==> src/rtl/mem_arbiter.sv <==
// Three-port arbiter (data, IO poll, instruction fetch) in front of one single-port RAM.
// Defining MEM_ARB_ROUND_ROBIN_EN swaps fixed data>IO>fetch priority for round-robin.
module mem_arbiter #(
    parameter int ADDR_W = 13,
    parameter int DATA_W = 32
) (
    input  logic              clk,
    input  logic              rst,
    input  logic              d_req,
    input  logic              io_req,
    input  logic              if_req,
    input  logic              d_we,
    input  logic              io_we,
    input  logic [ADDR_W-1:0] d_addr,
    input  logic [ADDR_W-1:0] io_addr,
    input  logic [ADDR_W-1:0] if_addr,
    input  logic [DATA_W-1:0] d_wdata,
    input  logic [DATA_W-1:0] io_wdata,
    output logic              d_ack,
    output logic              io_ack,
    output logic              if_ack,
    output logic [DATA_W-1:0] d_rdata,
    output logic [DATA_W-1:0] io_rdata,
    output logic [DATA_W-1:0] if_rdata,
    output logic              mem_we,
    output logic [ADDR_W-1:0] mem_addr,
    output logic [DATA_W-1:0] mem_din,
    input  logic [DATA_W-1:0] mem_dout,
    output logic              busy,
    output logic [1:0]        grant_id
);

    typedef enum logic [1:0] {IDLE, ACCESS, RESP} state_t;

    state_t            r_state, w_next;
    logic [2:0]        w_req;
    logic [1:0]        w_winId;
    logic              w_winWe;
    logic [ADDR_W-1:0] w_winAddr;
    logic [DATA_W-1:0] w_winWdata;
    logic [1:0]        r_id;
    logic              r_we;
    logic [ADDR_W-1:0] r_addr;
    logic [DATA_W-1:0] r_wdata;
    logic [2:0]        r_ack;
    logic [DATA_W-1:0] r_dRdata, r_ioRdata, r_ifRdata;

    assign w_req = {if_req, io_req, d_req};

`ifdef MEM_ARB_ROUND_ROBIN_EN
    logic [1:0] r_lastGrant;

    // The search starts one past the last winner and wraps 0,1,2.
    always_comb begin
        w_winId = 2'd0;
        case (r_lastGrant)
            2'd0: begin
                if (w_req[1])      w_winId = 2'd1;
                else if (w_req[2]) w_winId = 2'd2;
                else               w_winId = 2'd0;
            end
            2'd1: begin
                if (w_req[2])      w_winId = 2'd2;
                else if (w_req[0]) w_winId = 2'd0;
                else               w_winId = 2'd1;
            end
            default: begin
                if (w_req[0])      w_winId = 2'd0;
                else if (w_req[1]) w_winId = 2'd1;
                else               w_winId = 2'd2;
            end
        endcase
    end

    always_ff @(posedge clk) begin
        if (rst)
            r_lastGrant <= 2'd2;
        else if (r_state == IDLE && (|w_req))
            r_lastGrant <= w_winId;
    end
`else
    always_comb begin
        w_winId = 2'd2;
        if (d_req)       w_winId = 2'd0;
        else if (io_req) w_winId = 2'd1;
    end
`endif

    // Fetch is read-only, so its write qualifier is forced low here.
    always_comb begin
        w_winWe    = 1'b0;
        w_winAddr  = if_addr;
        w_winWdata = '0;
        case (w_winId)
            2'd0: begin
                w_winWe    = d_we;
                w_winAddr  = d_addr;
                w_winWdata = d_wdata;
            end
            2'd1: begin
                w_winWe    = io_we;
                w_winAddr  = io_addr;
                w_winWdata = io_wdata;
            end
            default: ;
        endcase
    end

    always_ff @(posedge clk) begin
        if (rst) r_state <= IDLE;
        else     r_state <= w_next;
    end

    always_comb begin
        w_next   = r_state;
        busy     = 1'b1;
        grant_id = r_id;
        mem_we   = 1'b0;
        case (r_state)
            IDLE: begin
                busy     = 1'b0;
                grant_id = 2'd3;
                if (|w_req) w_next = ACCESS;
            end
            ACCESS: begin
                mem_we = r_we & ~rst;
                w_next = RESP;
            end
            RESP:    w_next = IDLE;
            default: w_next = IDLE;
        endcase
    end

    // Ack is raised on the ACCESS->RESP edge, so a reset during ACCESS suppresses it.
    always_ff @(posedge clk) begin
        if (rst) begin
            r_id      <= '0;
            r_we      <= 1'b0;
            r_addr    <= '0;
            r_wdata   <= '0;
            r_ack     <= '0;
            r_dRdata  <= '0;
            r_ioRdata <= '0;
            r_ifRdata <= '0;
        end else begin
            r_ack <= '0;
            if (r_state == IDLE && (|w_req)) begin
                r_id    <= w_winId;
                r_we    <= w_winWe;
                r_addr  <= w_winAddr;
                r_wdata <= w_winWdata;
            end
            if (r_state == ACCESS)
                r_ack <= 3'b001 << r_id;
            if (r_state == RESP && !r_we) begin
                case (r_id)
                    2'd0:    r_dRdata  <= mem_dout;
                    2'd1:    r_ioRdata <= mem_dout;
                    default: r_ifRdata <= mem_dout;
                endcase
            end
        end
    end

    assign d_ack    = r_ack[0];
    assign io_ack   = r_ack[1];
    assign if_ack   = r_ack[2];
    assign d_rdata  = r_dRdata;
    assign io_rdata = r_ioRdata;
    assign if_rdata = r_ifRdata;
    assign mem_addr = r_addr;
    assign mem_din  = r_wdata;

endmodule

==> config.mk <==
export PLATFORM = sky130hd
export DESIGN_NAME = mem_arbiter
export DESIGN_NICKNAME = d
export VERILOG_FILES = /design/src/rtl/mem_arbiter.sv
export SDC_FILE = /design/constraint.sdc
export NUM_CORES = 1
export LEC_CHECK = 0
export CORE_MARGIN = 4
export CORE_UTILIZATION = 25
export CTS_BUF_LIST = sky130_fd_sc_hd__clkbuf_16
export DETAILED_ROUTE_END_ITERATION = 8
export PLACE_DENSITY = 0.5
export SETUP_SLACK_MARGIN = 0.15
export SLEW_MARGIN = 0
export SYNTH_ARGS = -nofsm -noshare
export SYNTH_HDL_FRONTEND = slang
export SYNTH_SLANG_ARGS = --single-unit
==> constraint.sdc <==
create_clock -name clk -period 3.85 [get_ports clk]
set_clock_uncertainty 0.05 [all_clocks]
set_input_delay 0.77 -clock clk [delete_from_list [all_inputs] [get_ports clk]]
set_output_delay 0.77 -clock clk [all_outputs]
set_load 0.02 [all_outputs]
# == Word-level counts from Yosys, hierarchy flattened ==
# Index checks and enable logic that the tools add are counted.
# totals
register_bits,149
latch_bits,0
ram_bits,0
romBits,0
output_inout_bits,148
elab_cells,41
n_memories,0
# classes
addsub,0
multipliers,0
div,0
magnitude_cmp,0
n_eq_ne,5
shift,1
n_mux,10
bitwise,4
reduce_logical,12
# ops
operator,count
$pmux 32 s2,1
$pmux 13 s2,1
$mux 2,4
$eq 2x1->1 const B,3
$logic_not 2->1,3
$reduce_and 2->1,3
$pmux 2 s2,1
$reduce_or 2->1,2
$not 1->1,3
$reduce_or 3->1,1
$shl 1x2->3 const A,1
$eq 2x2->1 const B,1
$logic_and 1x1->1,2
$mux 1,2
$ne 2x2->1 const B,1
$pmux 1 s2,1
$and 1x1->1,1
$logic_not 1->1,1

# == Longest topological paths before layout ==
# logic_depth
word_depth,4
mapped_depth,7
depth_no_buf,4

# == Worst setup path after synthesis ==
# Ideal clock, no wire load.
# synth_timing
kind,input -> output
from,in rst
to,out mem_we
arrival_ps,1270
path_slack_ps,1760
path_stages,4
n_path_buf,0
path_cell_list,inv_1 -> nand3b_1 -> inv_1 -> and2_1
# synth_between
elab_chain_len,3
# synth_lines
element,line_no,source
from (decl),8,"input logic rst,"
$not 1->1,126,mem_we = r_we & ~rst;
$and 1x1->1,126,
$mux 1,119,case (r_state)
to (decl),25,"output logic mem_we,"
# Every way passes these cells.

# == Worst setup path after layout ==
# Ends and elaborated chain as after synthesis.

==> results.yml <==
outcome:
  run_status: "completed"
floorplan:
  die-area_um2: 26800
  core_um2: 23700
  fp-row-count: 56
  io_pins: 290
  fp.dieH_um: 164
  initial_core_util_pct: 25.6
  chipWidth_um: 164
setup_path:
  critPathBufInv: 4
  critPathArrivalTime_ps: 1960
  crit_end: "mem_we"
  critical_path.startpoint: "rst"
  cp_max_fo: 4
  crit_chain: "buf_4 -> clkinv_2 -> nand3b_1 -> inv_1 -> and2_1 -> clkdlybuf4s50_1"
  slowest_delay_ps: 640
  r2r-end: "io_rdata[14]"
  crit_path_end_kind: "primary output"
  critical_path_depth: 6
  crit_path_start_kind: "input port"
  crit_path_top_delay_cell: "clkdlybuf4s50_1"
  r2r_start: "r_state[0]"
  r2r_cells: 4
  timing.reg2reg.setup_slack_ps: 1870
  cp_top_family: "buffers and inverters"
  crit_required_ps: 3030
  critPathKind: "input port to primary output"
yosys:
  ys_ff_latch: 149
  syn-num-nets: 787
  synthArstFlopShare_pct: 0
  yosys.area.top_type: "dfxtp_1"
  avgSynthCellArea_um2: 9.40
  ys_seq_area_share_pct: 49.2
  synth_area_um2: 6060
  synth-edff-count: 0
  synth_commonest_cells: "nand2_1 (174), dfxtp_1 (149), mux2i_1 (77)"
  ys_warn_count: 0
  synthDistinctLibCells: 29
  synth_cells: 645
  synth_ff_type: "dfxtp_1"
  yosys-top-cells-area: "dfxtp_1 (49%), mux2i_1 (13%), nand2_1 (11%), a211oi_2 (5.6%), a21oi_1 (5.5%)"
  yosysMostFrequentCell: "nand2_1"
  synth_top_area_share_pct: 49.2
cts:
  clk_pin_slew_ps: 60
  htreeDepth: 4
  hold_buffers: 0
  clockBufferDepth: 2
  clk_latency_ps: 410
  cts_sinks: 149
  cts_buffers: 17
  cts_tree: "done"
  cts-root-buf: "clkbuf_16"
  cts_setup_buffers: 0
  ctsResizeCount: 0
worst_hold_path:
  min_path_type: "register to register"
  hold_depth: 2
pwr:
  p_comb_share_pct: 18.0
  swShare_pct: 27.8
  p_sw_uw: 1140
  clkPwrFrac_pct: 41.4
  p_int_uw: 2960
  power_frac_seq_pct: 40.6
  power_density_nw_per_um2: 419
  peakVddDrop_uv: 212
  power.leakage_uw: 0.00362
routing:
  dr_total_vias: 5528
  vias_per_cell: 4.46
  route.detailed.drc: 0
  wl_um: 22100
  ant_nets: 0
  wl_per_cell_um: 17.8
  drt_iter0_markers: 240
  dr.pass1.iters: 4
timing:
  maxSlewViolCount: 0
  fin_crit_ps: 2780
  setup_violations: 0
  period_share_pct: 72.1
  layout_setup_ws_ps: 1070
  hold_ws_ps: 402
  fmax_mhz: 360
  hold_viol: 0
  rsz0062_at_grt: "false"
  maxSlewHeadroom_pct: 33.5
  worst_slew_pin_slew_ps: 997
  tns_ps: 0
flow_run:
  drv_cap: 0
placement:
  dp_hpwl_um: 15100
  place_ws_ps: 949
  portBuffers: 289
  gp_congestion: 0.760
  placed_cell_area_um2: 9180
final_layout:
  syn_to_final_growth_pct: 61.3
  drive_above_1_share_pct: 10.2
  nNetsFinal: 1048
  final_util_pct: 41.3
  postLayoutCellArea_um2: 9780
global_route:
  grt_pass1_vias: 5567
  gr-total-overflow: 0
  grt_max_degree: 67
  antenna_found_initial: 2
  globalRouteTotalUtil_pct: 15.9
  grt_first_pass_wirelength_um: 33000
## layout by cell type (no fill, tap or decap), types with 13 or more instances in the layout
cell	count
buf_4	14
a22oi_1	33
mux2i_1	77
a21oi_1	67
nand2_1	174
a211oi_2	27
clkbuf_16	17
clkdlybuf4s50_1	287
o22ai_1	13
dfxtp_1	149
mux2_2	13
## per-layer routing
metal / routed length [µm] / GRT usage (%) / vias up
met5: 0 / 0 / -
met4: 423 / 5.22 / 0
met3: 1400 / 3.86 / 23
met2: 10700 / 26.6 / 182
met1: 9590 / 20.2 / 2563
li1: - / - / 2760
## power by group through the flow
stage | registers, µW | clock network (µW) | logic, µW
3_3_place_gp | 1700 | 0 | 745
4_1_cts | 1660 | 1750 | 746
6_report | 1660 | 1700 | 736
2_1_floorplan | 1780 | 0 | 282
5_1_grt | 1670 | 1820 | 786
3_5_place_dp | 1700 | 0 | 743
## logic make-up (layout without fill, tap and decap cells)
family          Yosys count  count (layout)  share of synthesized area, %
compound gates          148             148                          17.4
buf+inv                  64             338                          5.16
mux                      90              90                          15.1
simple gates            194             194                          13.0
flops                   149             149                          49.2
other cells               0               1                             0
## worst min path at each step
stage	from	to	slack [ps]
2_1_floorplan	r_id[0]	r_ack[0]	440
3_3_place_gp	if_rdata[15]	if_rdata[15]	390
3_5_place_dp	if_rdata[31]	if_rdata[31]	400
4_1_cts	if_rdata[31]	if_rdata[31]	400
5_1_grt	d_rdata[14]	d_rdata[14]	420
6_report	if_rdata[31]	if_rdata[31]	400
## through the flow
step                      instances  power (µW)
after detailed placement       1206        2440
after CTS                      1238        4160
after global routing           1239        4280
after floorplan                 645        2060
final                          1239        4100
after global placement         1206        2440
## cell type report
cell class	count	area, µm²
clock inverters	15	168
repair buffers	302	2980
flip-flops and latches	149	2980
well taps	319	399
multi-input cells	432	2800
diodes	1	2.50
fillers	2434	13900
inverters	4	16.3
clock buffers	17	425
## sequential cells by signal, indices dropped and copies added, names as in the netlist
name,flops
d_rdata,32
if_rdata,32
io_rdata,32
mem_addr,13
mem_din,32
r_ack,3
r_id,2
r_state,2
r_we,1
## worst reg2reg max path: stages (launching register included)
cell	delay, ps
dfxtp_1	370
nand2b_1	210
or4b_2	640
buf_4	360
mux2i_1	220
Power figures use the tool's default switching activity.
